### src/rtl/uart_tx.sv
// ----------------------------------------------------------------------------
// uart_tx -- 8N1 serial transmitter
//
// Sends one start bit (0), eight data bits LSB first and one stop bit (1) on
// an idle-high line. Each bit lasts CLKS_PER_BIT clock cycles. Bytes come in
// over a ready/valid handshake. The last cycle of a stop bit can accept the
// next byte, so back-to-back frames leave no idle gap on the line.
//
// Optional feature macro: UART_TX_BREAK_EN
//   When defined, this adds the send_break input and the BREAK/MARK states.
//   A break holds the line low for at least BREAK_BITS bit periods. It is then
//   followed by one high bit period (MARK) before the block returns to IDLE.
//
// Parameters:
//   CLKS_PER_BIT  clock cycles per bit period (1..65535)
//   BREAK_BITS    minimum break length in bit periods (break build only)
//
// Ports:
//   clk         in   rising-edge clock
//   reset       in   synchronous, active-high reset
//   data[7:0]   in   byte to send, sampled only on a handshake
//   data_valid  in   data holds a byte to send
//   data_ready  out  block accepts a byte this cycle
//   signal      out  registered serial line, idle high
//   busy        out  high while a frame (or break) is on the line
//   send_break  in   request a line break (UART_TX_BREAK_EN only)
//
// Handshake: a byte is transferred at a rising edge where data_valid and
// data_ready are both high. data_ready is decoded from the state and the baud
// counter only. It never looks at data_valid, so the sender may wait on it
// freely. Holding data_valid low transfers nothing.
// ----------------------------------------------------------------------------
module uart_tx #(
    parameter int unsigned CLKS_PER_BIT = 1,
    parameter int unsigned BREAK_BITS   = 11
) (
    input  logic       clk,
    input  logic       reset,
    input  logic [7:0] data,
    input  logic       data_valid,
    output logic       data_ready,
    output logic       signal,
`ifdef UART_TX_BREAK_EN
    input  logic       send_break,
`endif
    output logic       busy
);

    if (CLKS_PER_BIT < 1 || CLKS_PER_BIT > 65535 ||
        BREAK_BITS < 1 || BREAK_BITS > 65535) begin : g_bad_param
        $error("uart_tx: CLKS_PER_BIT or BREAK_BITS out of range 1..65535");
    end

    localparam logic [2:0] ST_IDLE  = 3'd0;
    localparam logic [2:0] ST_START = 3'd1;
    localparam logic [2:0] ST_DATA  = 3'd2;
    localparam logic [2:0] ST_STOP  = 3'd3;
`ifdef UART_TX_BREAK_EN
    localparam logic [2:0] ST_BREAK = 3'd4;
    localparam logic [2:0] ST_MARK  = 3'd5;
    localparam logic [15:0] BREAK_LAST = 16'(BREAK_BITS - 1);
`endif

    localparam logic [15:0] BAUD_LAST = 16'(CLKS_PER_BIT - 1);

    logic [2:0]  state_q, state_d;
    logic [15:0] baud_q, baud_d;
    logic [7:0]  shift_q, shift_d;
    logic [2:0]  idx_q, idx_d;
    logic        signal_q, signal_d;
    logic        busy_q, busy_d;
`ifdef UART_TX_BREAK_EN
    logic [15:0] brk_cnt_q, brk_cnt_d;
`endif

    logic baud_wrap;

    // The baud counter wrapping marks the last cycle of the current bit period.
    assign baud_wrap = (baud_q == BAUD_LAST);

    always_comb begin
        state_d    = state_q;
        shift_d    = shift_q;
        idx_d      = idx_q;
        signal_d   = 1'b1;
        data_ready = 1'b0;
        baud_d     = baud_wrap ? 16'd0 : (baud_q + 16'd1);
`ifdef UART_TX_BREAK_EN
        brk_cnt_d  = brk_cnt_q;
`endif

        case (state_q)
            ST_IDLE: begin
                signal_d = 1'b1;
                // The counter is held at 0 so that the next bit period starts aligned.
                baud_d   = 16'd0;
`ifdef UART_TX_BREAK_EN
                data_ready = ~send_break;
                if (send_break) begin
                    state_d   = ST_BREAK;
                    brk_cnt_d = 16'd0;
                end else
`else
                data_ready = 1'b1;
`endif
                if (data_valid) begin
                    shift_d = data;
                    state_d = ST_START;
                end
            end

            ST_START: begin
                signal_d = 1'b0;
                if (baud_wrap) begin
                    state_d = ST_DATA;
                    idx_d   = 3'd0;
                end
            end

            ST_DATA: begin
                signal_d = shift_q[0];
                if (baud_wrap) begin
                    shift_d = shift_q >> 1;
                    idx_d   = idx_q + 3'd1;
                    if (idx_q == 3'd7) begin
                        state_d = ST_STOP;
                    end
                end
            end

            ST_STOP: begin
                signal_d = 1'b1;
                // The last stop cycle can accept the next byte, which gives a gap-free stream.
                if (baud_wrap) begin
`ifdef UART_TX_BREAK_EN
                    data_ready = ~send_break;
                    if (send_break) begin
                        state_d   = ST_BREAK;
                        brk_cnt_d = 16'd0;
                    end else
`else
                    data_ready = 1'b1;
`endif
                    if (data_valid) begin
                        shift_d = data;
                        state_d = ST_START;
                    end else begin
                        state_d = ST_IDLE;
                    end
                end
            end

`ifdef UART_TX_BREAK_EN
            ST_BREAK: begin
                signal_d = 1'b0;
                // brk_cnt counts completed break periods and saturates at BREAK_BITS-1.
                // Leaving BREAK needs the minimum length and a released request.
                if (baud_wrap) begin
                    if (brk_cnt_q == BREAK_LAST) begin
                        if (!send_break) begin
                            state_d = ST_MARK;
                        end
                    end else begin
                        brk_cnt_d = brk_cnt_q + 16'd1;
                    end
                end
            end

            ST_MARK: begin
                // One high bit period lets the receiver leave its own break state.
                signal_d = 1'b1;
                if (baud_wrap) begin
                    state_d = ST_IDLE;
                end
            end
`endif

            default: begin
                state_d  = ST_IDLE;
                signal_d = 1'b1;
                baud_d   = 16'd0;
            end
        endcase
    end

    // busy is registered with the line, so it covers exactly the cycles
    // when the frame is visible on signal.
    assign busy_d = (state_q != ST_IDLE);

    always_ff @(posedge clk) begin
        if (reset) begin
            state_q   <= ST_IDLE;
            baud_q    <= 16'd0;
            shift_q   <= 8'd0;
            idx_q     <= 3'd0;
            signal_q  <= 1'b1;
            busy_q    <= 1'b0;
`ifdef UART_TX_BREAK_EN
            brk_cnt_q <= 16'd0;
`endif
        end else begin
            state_q   <= state_d;
            baud_q    <= baud_d;
            shift_q   <= shift_d;
            idx_q     <= idx_d;
            signal_q  <= signal_d;
            busy_q    <= busy_d;
`ifdef UART_TX_BREAK_EN
            brk_cnt_q <= brk_cnt_d;
`endif
        end
    end

    assign signal = signal_q;
    assign busy   = busy_q;

endmodule

### config.mk
export PLATFORM = sky130hd
export DESIGN_NAME = uart_tx
export DESIGN_NICKNAME = d
export VERILOG_FILES = /design/src/rtl/uart_tx.sv
export SDC_FILE = /design/constraint.sdc
export NUM_CORES = 1
export LEC_CHECK = 0
export ABC_AREA = 1
export BUFFER_PORTS_ARGS = -buffer_cell sky130_fd_sc_hd__buf_2
export CORE_ASPECT_RATIO = 0.75
export CORE_UTILIZATION = 50
export CTS_CLUSTER_SIZE = 8
export DETAILED_ROUTE_END_ITERATION = 7
export PLACE_DENSITY = 0.69
export SLEW_MARGIN = 5
export SYNTH_ARGS = -nofsm -noshare
export SYNTH_HDL_FRONTEND = slang
export SYNTH_SLANG_ARGS = --single-unit
### constraint.sdc
create_clock -name clk -period 1.9 [get_ports clk]
set_input_delay 0.095 -clock clk [delete_from_list [all_inputs] [get_ports clk]]
set_output_delay 0.095 -clock clk [all_outputs]
set_load 0.1 [all_outputs]
* After elaboration in Yosys (flattened, before gate mapping)
Index checks and enable logic that the tools add are counted.
** Storage, ports and cells
- Output and inout bits :: 3
- Memories :: 0
- Logic and storage cells :: 45
- Register bits :: 32
- Memory bits (writable) :: 0
- Latch bits :: 0
- Input bits :: 11
- Memory bits (read-only) :: 0
** Cells by class
- Magnitude comparators :: 0
- Eq/ne operators :: 9
- Shift-type cells :: 0
- Bitwise logic cells :: 1
- Div/mod/pow operators :: 0
- Reductions and logical operators :: 10
- Add/sub/neg operators :: 2
- Multipliers :: 0
- Mux-type cells :: 17
** Operators by type and width (number)
- two-way mux 8 bit :: 3
- one-hot mux 8 bit (3 select lines) :: 1
- two-way mux 3 bit :: 7
- adder 16 x 1 -> 16 bit, second input constant :: 1
- zero test 16 bit :: 1
- one-hot mux 3 bit (4 select lines) :: 1
- inequality test 2 bit, second input constant :: 5
- == test 3 x 2 -> 1 bit, second input constant :: 2
- one-hot mux 3 bit (2 select lines) :: 1
- AND reduction 3 bit :: 2
- nonzero test 3 bit :: 2
- OR reduction 3 bit :: 2
- AND reduction 5 bit :: 1
- one-hot mux 1 bit (2 select lines) :: 2
- adder 3 x 1 -> 3 bit, second input constant :: 1
- == test 3 x 1 -> 1 bit, second input constant :: 1
- == test 3 bit, second input constant :: 1
- zero test 3 bit :: 1
- two-way mux 1 bit :: 2
- nonzero test 2 bit :: 1
- inverter 1 bit :: 1

* Depth between registers and ports, before layout
Gate-level depths: netlist (run 1).
- Word-level depth :: 4
- Gate-level depth with buffers :: 10

* Worst setup path before layout (run 1)
No wires, ideal clock.
- Path kind :: flip-flop to output port
- From :: register baud_q[0]
- To :: output data_ready
- Stages on the path, launching flop included :: 7
- Buffers on the path :: 0
- Setup slack :: -0.513 ns
- Arrival time :: 2.318 ns
- Required time :: 1.805 ns
- Cell sequence :: dfxtp_1 > inv_1 > ha_1 > nand2_1 > nor2_2 > nand3_1 > a21oi_1
** On the way
- Cells in the longest elaborated chain, start to end :: 3
** RTL lines
- from (decl) :: RTL line 67 : logic [15:0] baud_q, baud_d;
- from (signal assigned) :: RTL line 203 : baud_q <= baud_d;
- zero test 16 bit :: RTL line 79 : assign baud_wrap = (baud_q == BAUD_LAST);
- two-way mux 1 bit :: RTL line 134 : if (baud_wrap) begin
- one-hot mux 1 bit (2 select lines) :: RTL line 92 : case (state_q)
- to (decl) :: RTL line 41 : output logic data_ready,
No other way between the ends.

* Final worst setup path (run 1)
Same ends and word-level chain as after synthesis.

==> results of run 1 <==
==> Yosys cell counts, drive strengths merged, types with 2 or more instances <==
library cell	count
nor2	48
nand2	45
dfxtp	31
inv	22
a21oi	21
nand3	17
ha	8
mux2i	7
nand4	6
buf	4
nor3b	4
nor3	3
o21ai	3
or2	3
xor2	2
==> flip-flops by register name, summed over array words and instances (netlist names) <==
signal and cells:
busy 1, baud_q 16, signal 1, state_q 2
shift_q 8, idx_q 3
==> stage by stage <==
| step | power, W | worst slack (ns) | instance area [sq um] | hold WS [ns] | utilization, % |
|---|---|---|---|---|---|
| 2_1_floorplan | 0.00163 | 0.0254 | 1710 | 0.164 | - |
| 3_3_place_gp | 0.00177 | 0.338 | 1790 | 0.300 | 58.1 |
| 3_5_place_dp | 0.00177 | 0.318 | 1790 | 0.304 | 58.1 |
| 4_1_cts | 0.00227 | 0.127 | 1880 | 0.158 | 60.8 |
| 5_1_grt | 0.00239 | 0.0330 | 1880 | 0.186 | 60.8 |
| 6_report | 0.00226 | 0.143 | 1880 | 0.163 | 60.8 |
==> worst paths after layout <==
path | end | slack, ns | depth (start not counted)
max | data_ready | 0.14 | 7
min | shift_q[7] | 0.16 | 5
max reg2reg | state_q[0] | 0.31 | 9
min reg2reg | baud_q[0] | 0.46 | 1
==> power groups by stage <==
stage          Combinational [W]  Clock [W]  Sequential (W)
6_report                0.000938   0.000480        0.000839
5_1_grt                  0.00103   0.000512        0.000852
4_1_cts                 0.000941   0.000492        0.000838
3_5_place_dp            0.000923          0        0.000849
3_3_place_gp            0.000921          0        0.000848
2_1_floorplan           0.000660          0        0.000968
==> worst min-delay path: cells and delay by family <==
family,cells,cell delay [ns]
AND/OR/NAND/NOR,4,0.24
buffers and inverters,1,0.08
==> layout make-up <==
cell class              count  area, sq um
repair buffers             16         92.6
clock buffers               6         72.6
inverters                  22         82.6
well taps                  38         47.5
flip-flops and latches     31          621
multi-input cells         170          960
fillers                   305         1210
==> layer usage <==
metal	wire length, microns	vias up	track usage [%]
met4	46	0	8.16
li1	-	774	-
met5	0	-	0
met1	1840	629	28.3
met3	197	4	8.65
met2	1230	34	26.5
==> placed cells by master (no fill, tap or decap), types with 2 or more instances in the layout <==
cell                        n
sky130_fd_sc_hd__or2_1      2
sky130_fd_sc_hd__inv_1     21
sky130_fd_sc_hd__o21ai_0    3
sky130_fd_sc_hd__ha_1       8
sky130_fd_sc_hd__a21oi_1   12
sky130_fd_sc_hd__nor2_2    13
sky130_fd_sc_hd__nand2_1   42
sky130_fd_sc_hd__nor2_1    35
sky130_fd_sc_hd__clkbuf_8   5
sky130_fd_sc_hd__nor3b_1    4
sky130_fd_sc_hd__nand4_1    6
sky130_fd_sc_hd__nand3_1   15
sky130_fd_sc_hd__mux2i_1    7
sky130_fd_sc_hd__nand2_4    2
sky130_fd_sc_hd__buf_2     12
sky130_fd_sc_hd__a21oi_2    9
sky130_fd_sc_hd__nor3_1     3
sky130_fd_sc_hd__buf_4      3
sky130_fd_sc_hd__dfxtp_1   31
sky130_fd_sc_hd__xor2_1     2
sky130_fd_sc_hd__nand3_2    2
==> cell families (layout without fill, tap and decap cells) <==
kind of cell | count (synthesis) | in the layout | synth area share, %
simple gates | 127 | 127 | 35.3
flops | 31 | 31 | 36.4
buf+inv | 27 | 44 | 7.42
compound gates | 25 | 25 | 9.26
fa+ha+maj | 8 | 8 | 5.88
mux | 7 | 7 | 4.11
xor+xnor | 3 | 3 | 1.54
==> what timing repair did <==
| item | in CTS | in global routing |
|---|---|---|
| hold buffers | 1 | 0 |
| setup endpoints to repair | 1 | 0 |
| gates resized for setup | 1 | 0 |
| endpoints found under the hold margin | 2 | 0 |
==> metrics.txt, run 1 <==
# TYPE chip_impl_metric gauge
chip_impl_metric{name="drive_above_1_share",unit="%"} 19.6
chip_impl_info{name="cp-end-kind",value="output port"} 1
chip_impl_metric{name="tightest_slew",unit="ns"} 0.484
chip_impl_metric{name="antenna_found_initial",unit=""} 0
chip_impl_metric{name="path_max_fanout",unit=""} 4
chip_impl_metric{name="syn-cell-area",unit="sq um"} 1700
chip_impl_metric{name="max-clock-path-buffers",unit=""} 2
chip_impl_metric{name="power.clock.fraction",unit="%"} 21.3
chip_impl_metric{name="totalNegativeSetupSlack",unit="ns"} 0
chip_impl_metric{name="wl_per_cell",unit="microns"} 11.7
chip_impl_metric{name="starting_density_of_the_core",unit="%"} 55.2
chip_impl_info{name="synth_area_leader_cell",value="sky130_fd_sc_hd__dfxtp_1"} 1
chip_impl_info{name="critPathLaunch",value="baud_q[0]"} 1
chip_impl_metric{name="finalHoldViolCount",unit=""} 0
chip_impl_metric{name="syn_nets",unit=""} 247
chip_impl_metric{name="worst_clock_skew",unit="ns"} 0.00568
chip_impl_metric{name="first_global_vias",unit=""} 1218
chip_impl_metric{name="nNetsFinal",unit=""} 265
chip_impl_metric{name="post_drt_via_cell_ratio",unit=""} 5.09
chip_impl_metric{name="seq_power_share",unit="%"} 37.2
chip_impl_metric{name="leakagePower",unit="nW"} 0.746
chip_impl_metric{name="top_level_ports",unit=""} 14
chip_impl_metric{name="fin_crit_sh",unit="%"} 92.5
chip_impl_metric{name="post_cts_repair_setup_buffers",unit=""} 0
chip_impl_metric{name="max_stage_delay",unit="ns"} 0.33
chip_impl_metric{name="grt_start_max_net_pins",unit=""} 17
chip_impl_metric{name="synth_cell_types",unit=""} 28
chip_impl_info{name="min-delay-start",value="data[7]"} 1
chip_impl_metric{name="global_route.overflow_total",unit=""} 0
chip_impl_metric{name="post_synth.cell_area_avg",unit="sq um"} 7.47
chip_impl_info{name="cp_slowest_cell",value="sky130_fd_sc_hd__dfxtp_1"} 1
chip_impl_metric{name="routed-via-count",unit=""} 1441
chip_impl_metric{name="irDropWorstVdd",unit="uV"} 788
chip_impl_metric{name="synth_largest_type_area_fraction",unit="%"} 36.4
chip_impl_metric{name="timing.final.setup_violations",unit=""} 0
chip_impl_metric{name="synth_warnings",unit=""} 0
chip_impl_metric{name="violation_count_after_the_first_detailed_routing_iteration",unit=""} 73
chip_impl_metric{name="post-place-cells",unit=""} 276
chip_impl_metric{name="power-per-cell-area",unit="nW/um^2"} 1200
chip_impl_metric{name="clock_latency",unit="ns"} 0.29
chip_impl_metric{name="worst_setup_hold_path_clk_slew",unit="ns"} 0.06
chip_impl_info{name="synth_top_flop_cell",value="sky130_fd_sc_hd__dfxtp_1"} 1
chip_impl_info{name="outcome",value="complete, no violations"} 1
chip_impl_info{name="start_kind",value="flip-flop"} 1
chip_impl_metric{name="drv_slew",unit=""} 0
chip_impl_metric{name="count_of_inserted_antenna_diode_cells",unit=""} 0
chip_impl_info{name="cts_tree",value="done"} 1
chip_impl_metric{name="timing.fmax",unit="MHz"} 569
chip_impl_metric{name="sequential_to_total_area_share_from_yosys_stat",unit="%"} 36.4
chip_impl_metric{name="timing.critical_path.required",unit="ns"} 1.80
chip_impl_metric{name="dp_hpwl",unit="microns"} 2370
chip_impl_metric{name="async_flop_share",unit="%"} 0
chip_impl_metric{name="fin_crit",unit="ns"} 1.76
chip_impl_info{name="unrepaired_setup_endpoints_after_global_routing",value="no"} 1
chip_impl_info{name="critical_path.reg2reg.startpoint",value="state_q[0]"} 1
chip_impl_metric{name="max_slew_margin",unit="%"} 67.9
chip_impl_metric{name="cts_num_sinks",unit=""} 31
chip_impl_info{name="criticalPathCategory",value="flip-flop to output port"} 1
chip_impl_metric{name="netlist_instances",unit=""} 228
chip_impl_metric{name="grt_pass1_wl",unit="microns"} 5490
chip_impl_metric{name="placement.io_buffers",unit=""} 13
chip_impl_metric{name="cap_violations",unit=""} 0
chip_impl_metric{name="h-tree-depth",unit=""} 2
chip_impl_info{name="clockRootBuffer",value="sky130_fd_sc_hd__clkbuf_8"} 1
chip_impl_metric{name="drt_pre_antenna_iters",unit=""} 4
chip_impl_metric{name="ys_ff_latch",unit=""} 31
chip_impl_metric{name="synth_enable_flop_cells",unit=""} 0
chip_impl_metric{name="switchingPower",unit="W"} 0.000939
chip_impl_metric{name="cp.buffers_inverters",unit=""} 2
chip_impl_metric{name="area_growth_syn_to_layout",unit="%"} 10.1
chip_impl_metric{name="routabilityCongestion",unit=""} 0.828
chip_impl_metric{name="final_antenna_net_count",unit=""} 0
chip_impl_metric{name="power_switching_share",unit="%"} 41.6
chip_impl_info{name="critPathTopFamily",value="simple AND/OR/NAND/NOR gates"} 1
chip_impl_metric{name="p_int",unit="W"} 0.00132
chip_impl_metric{name="floorplan.core_area",unit="sq um"} 3080
chip_impl_metric{name="row_count",unit=""} 17
chip_impl_metric{name="grt_util_all_layers",unit="%"} 20.2
chip_impl_info{name="critical_path.cell_chain",value="inv_1 > ha_1 > nand2_1 > nor2_2 > nand3_1 > a21oi_2 > buf_4"} 1
chip_impl_metric{name="design.die.area",unit="sq um"} 3650
chip_impl_metric{name="layoutNonFillerInstCount",unit=""} 283
chip_impl_metric{name="die_h",unit="microns"} 52.5
chip_impl_metric{name="worst_path_arrival_time",unit="ns"} 1.66
chip_impl_metric{name="drt_drc_violations_left",unit=""} 0
chip_impl_metric{name="comb_power_share",unit="%"} 41.6
chip_impl_info{name="hold_path.class",value="primary input to flip-flop"} 1
chip_impl_info{name="synth.area.top_cells",value="sky130_fd_sc_hd__dfxtp_1, sky130_fd_sc_hd__nand2_1, sky130_fd_sc_hd__nor2_1"} 1
chip_impl_metric{name="drt-total-wl",unit="microns"} 3310
chip_impl_metric{name="numCtsBuffers",unit=""} 5
chip_impl_metric{name="die_width",unit="microns"} 69.4
Note: power is estimated with default switching activity, not from simulation.
==> inputs of run 2 (changes only) <==
BUFFER_PORTS_ARGS = not set   (was -buffer_cell sky130_fd_sc_hd__buf_2)
CORE_MARGIN = 4   (was not set)
DONT_BUFFER_PORTS = 1   (was not set)
PLACE_DENSITY = not set   (was 0.69)
clock period = 1.8 ns   (was 1.9 ns; I/O delays follow)
==> run 2 against run 1 <==
Clock-buffer cell count stayed put. Die area is 21% higher. Total power is 18% higher. Clock skew is 0.0018 ns lower. Wire length is 5.8% higher. Design area is 1.5% higher. Worst setup slack worse by 0.074 ns. First-iteration DRC count is 29% higher. Sequential power is 5.2% higher. Combinational power is 15% higher. Clock power is 47% higher. Global-route usage is 2.3 points lower. Largest cell class unchanged.
==> metrics.txt, run 2 (synthesis results as in run 1) <==
# TYPE chip_impl_metric gauge
chip_impl_metric{name="die_h",unit="microns"} 58.5
chip_impl_metric{name="drt_pre_antenna_iters",unit=""} 5
chip_impl_metric{name="power-per-cell-area",unit="nW/um^2"} 1400
chip_impl_metric{name="placedInstanceArea",unit="sq um"} 1770
chip_impl_info{name="worst_hold_path.endpoint",value="shift_q[1]"} 1
chip_impl_metric{name="post_cts_repair_setup_buffers",unit=""} 0
chip_impl_metric{name="h-tree-depth",unit=""} 2
chip_impl_metric{name="max_slew_margin",unit="%"} 71.4
chip_impl_metric{name="timing.fmax",unit="MHz"} 578
chip_impl_metric{name="drive_above_1_share",unit="%"} 17.3
chip_impl_metric{name="worst_path_arrival_time",unit="ns"} 1.64
chip_impl_metric{name="dp_hpwl",unit="microns"} 2500
chip_impl_metric{name="grt_start_max_net_pins",unit=""} 17
chip_impl_metric{name="final_design_area_no_fill",unit="sq um"} 1900
chip_impl_info{name="hold_path.class",value="primary input to flip-flop"} 1
chip_impl_metric{name="totalNegativeSetupSlack",unit="ns"} 0
chip_impl_metric{name="gr-usage-met1",unit="%"} 27.0
chip_impl_metric{name="irDropWorstVdd",unit="uV"} 673
chip_impl_metric{name="fillerInstances",unit=""} 314
chip_impl_metric{name="leakagePower",unit="nW"} 0.741
chip_impl_metric{name="first_global_vias",unit=""} 1317
chip_impl_info{name="cts_tree",value="done"} 1
chip_impl_metric{name="design.die.area",unit="sq um"} 4410
chip_impl_metric{name="wl_per_cell",unit="microns"} 12.6
chip_impl_metric{name="final_antenna_net_count",unit=""} 0
chip_impl_metric{name="use_met2",unit="%"} 23.5
chip_impl_info{name="cp-end-kind",value="output port"} 1
chip_impl_metric{name="largest_register_ffs",unit=""} 16
chip_impl_metric{name="placement.io_buffers",unit=""} 0
chip_impl_metric{name="starting_density_of_the_core",unit="%"} 51.8
chip_impl_metric{name="worst_clock_skew",unit="ns"} 0.00392
chip_impl_info{name="criticalPathCategory",value="flip-flop to output port"} 1
chip_impl_metric{name="grt_pass1_wl",unit="microns"} 5970
chip_impl_info{name="layout_top_registers",value="baud_q (16), shift_q (8), idx_q (3)"} 1
chip_impl_info{name="min-delay-start",value="data[1]"} 1
chip_impl_metric{name="min_delay_path_depth",unit=""} 4
chip_impl_metric{name="drt_drc_violations_left",unit=""} 0
chip_impl_info{name="commonest_non_fill_non_tap_cells_in_the_layout",value="sky130_fd_sc_hd__nand2_1, sky130_fd_sc_hd__nor2_1, sky130_fd_sc_hd__dfxtp_1"} 1
chip_impl_info{name="leading_cell_type_in_the_layout_fill_and_taps_excluded",value="sky130_fd_sc_hd__nand2_1"} 1
chip_impl_metric{name="fin_crit_sh",unit="%"} 96.2
chip_impl_metric{name="worst_r2r_path_depth",unit=""} 9
chip_impl_metric{name="global_route.overflow_total",unit=""} 0
chip_impl_metric{name="top_level_ports",unit=""} 14
chip_impl_metric{name="numCtsBuffers",unit=""} 5
chip_impl_metric{name="grt_util_all_layers",unit="%"} 17.9
chip_impl_metric{name="timing.critical_path.required",unit="ns"} 1.71
chip_impl_metric{name="worst_setup_hold_path_clk_slew",unit="ns"} 0.07
chip_impl_metric{name="grt.met3_usage",unit="%"} 6.48
chip_impl_metric{name="path_max_fanout",unit=""} 5
chip_impl_info{name="r2r-end",value="state_q[1]"} 1
chip_impl_metric{name="max-clock-path-buffers",unit=""} 2
chip_impl_metric{name="drt-total-wl",unit="microns"} 3500
chip_impl_metric{name="r2r_setup_slack",unit="ns"} 0.22
chip_impl_metric{name="routabilityCongestion",unit=""} 0.805
chip_impl_info{name="clockRootBuffer",value="sky130_fd_sc_hd__clkbuf_8"} 1
chip_impl_metric{name="floorplan.core_area",unit="sq um"} 3290
chip_impl_metric{name="fin_crit",unit="ns"} 1.73
chip_impl_metric{name="clock_latency",unit="ns"} 0.28
chip_impl_metric{name="count_of_inserted_antenna_diode_cells",unit=""} 0
chip_impl_metric{name="row_count",unit=""} 18
chip_impl_metric{name="cap_violations",unit=""} 0
chip_impl_metric{name="tightest_slew",unit="ns"} 0.429
chip_impl_info{name="regMostFlops",value="baud_q"} 1
chip_impl_metric{name="routed-via-count",unit=""} 1423
chip_impl_metric{name="violation_count_after_the_first_detailed_routing_iteration",unit=""} 94
chip_impl_metric{name="post_drt_via_cell_ratio",unit=""} 5.14
chip_impl_metric{name="drv_slew",unit=""} 0
chip_impl_metric{name="antenna_found_initial",unit=""} 0
chip_impl_metric{name="area_growth_syn_to_layout",unit="%"} 11.8
chip_impl_metric{name="nNetsFinal",unit=""} 255
chip_impl_info{name="busiest_layer",value="met1"} 1
chip_impl_metric{name="cts_num_sinks",unit=""} 31
chip_impl_info{name="unrepaired_setup_endpoints_after_global_routing",value="no"} 1
chip_impl_info{name="start_kind",value="flip-flop"} 1
chip_impl_info{name="critical_path.reg2reg.startpoint",value="state_q[0]"} 1
chip_impl_metric{name="timing.final.setup_violations",unit=""} 0
chip_impl_info{name="outcome",value="complete, no violations"} 1
chip_impl_metric{name="finalHoldViolCount",unit=""} 0
chip_impl_metric{name="die_width",unit="microns"} 75.4
==> run 2: worst max-delay path by stage <==
stage,startpoint,end
final,baud_q[9],data_ready
after global placement,state_q[0],state_q[0]
after global routing,baud_q[9],data_ready
after floorplan,baud_q[0],data_ready
after CTS,baud_q[9],data_ready
after detailed placement,state_q[0],state_q[0]
==> run 2: worst max-delay path, stage by stage, from the launching register on <==
cell and delay, ns:
sky130_fd_sc_hd__dfxtp_1 0.36, sky130_fd_sc_hd__nor2_1 0.16, sky130_fd_sc_hd__nand2_1 0.08, sky130_fd_sc_hd__nor2_2 0.22, sky130_fd_sc_hd__nand3_1 0.18, sky130_fd_sc_hd__a21oi_4 0.18, sky130_fd_sc_hd__buf_12 0.18
==> run 2: layout make-up <==
type | count | area [sq um] | area share, %
Timing Repair Buffer | 6 | 60.1 | 3.16
Clock inverter | 2 | 35.0 | 1.84
Tap cell | 40 | 50.0 | 2.63
Multi-Input combinational cell | 170 | 972 | 51.1
Sequential cell | 31 | 621 | 32.6
Inverter | 22 | 82.6 | 4.34
Clock buffer | 6 | 82.6 | 4.34
==> run 2: where the power goes <==
part | leakage [nW] | internal, W | switching (W) | total, W
clock | 0.0612 | 0.000448 | 0.000258 | 0.000706
sequential | 0.253 | 0.000803 | 0.0000795 | 0.000883
combinational | 0.427 | 0.000392 | 0.000690 | 0.00108
total | 0.741 | 0.00164 | 0.00103 | 0.00267
==> run 2: routing by layer <==
layer / share of wire (%) / vias up / wire [microns]
li1: - / 754 / -
met1: 55 / 643 / 1920
met2: 40 / 24 / 1410
met3: 4.3 / 2 / 149
met4: 0.63 / 0 / 22
met5: 0 / - / 0
==> run 2: timing repair <==
action / 4_1_cts / 5_1_grt
endpoints found under the setup margin: 0 / 1
hold endpoints to repair: 3 / 0
gates resized for setup: 0 / 1
hold buffers: 1 / 0
==> run 2: per-stage QoR <==
step | instances | total power (W) | hold WS (ns) | setup slack [ns] | utilization (%)
2_1_floorplan | 228 | 0.00174 | 0.159 | 0.228 | -
3_3_place_gp | 268 | 0.00195 | 0.162 | 0.249 | 53.8
3_5_place_dp | 268 | 0.00197 | 0.166 | 0.245 | 53.8
4_1_cts | 277 | 0.00270 | 0.0737 | 0.0523 | 57.7
5_1_grt | 277 | 0.00284 | 0.106 | 0.00829 | 57.9
6_report | 277 | 0.00267 | 0.0878 | 0.0688 | 57.9
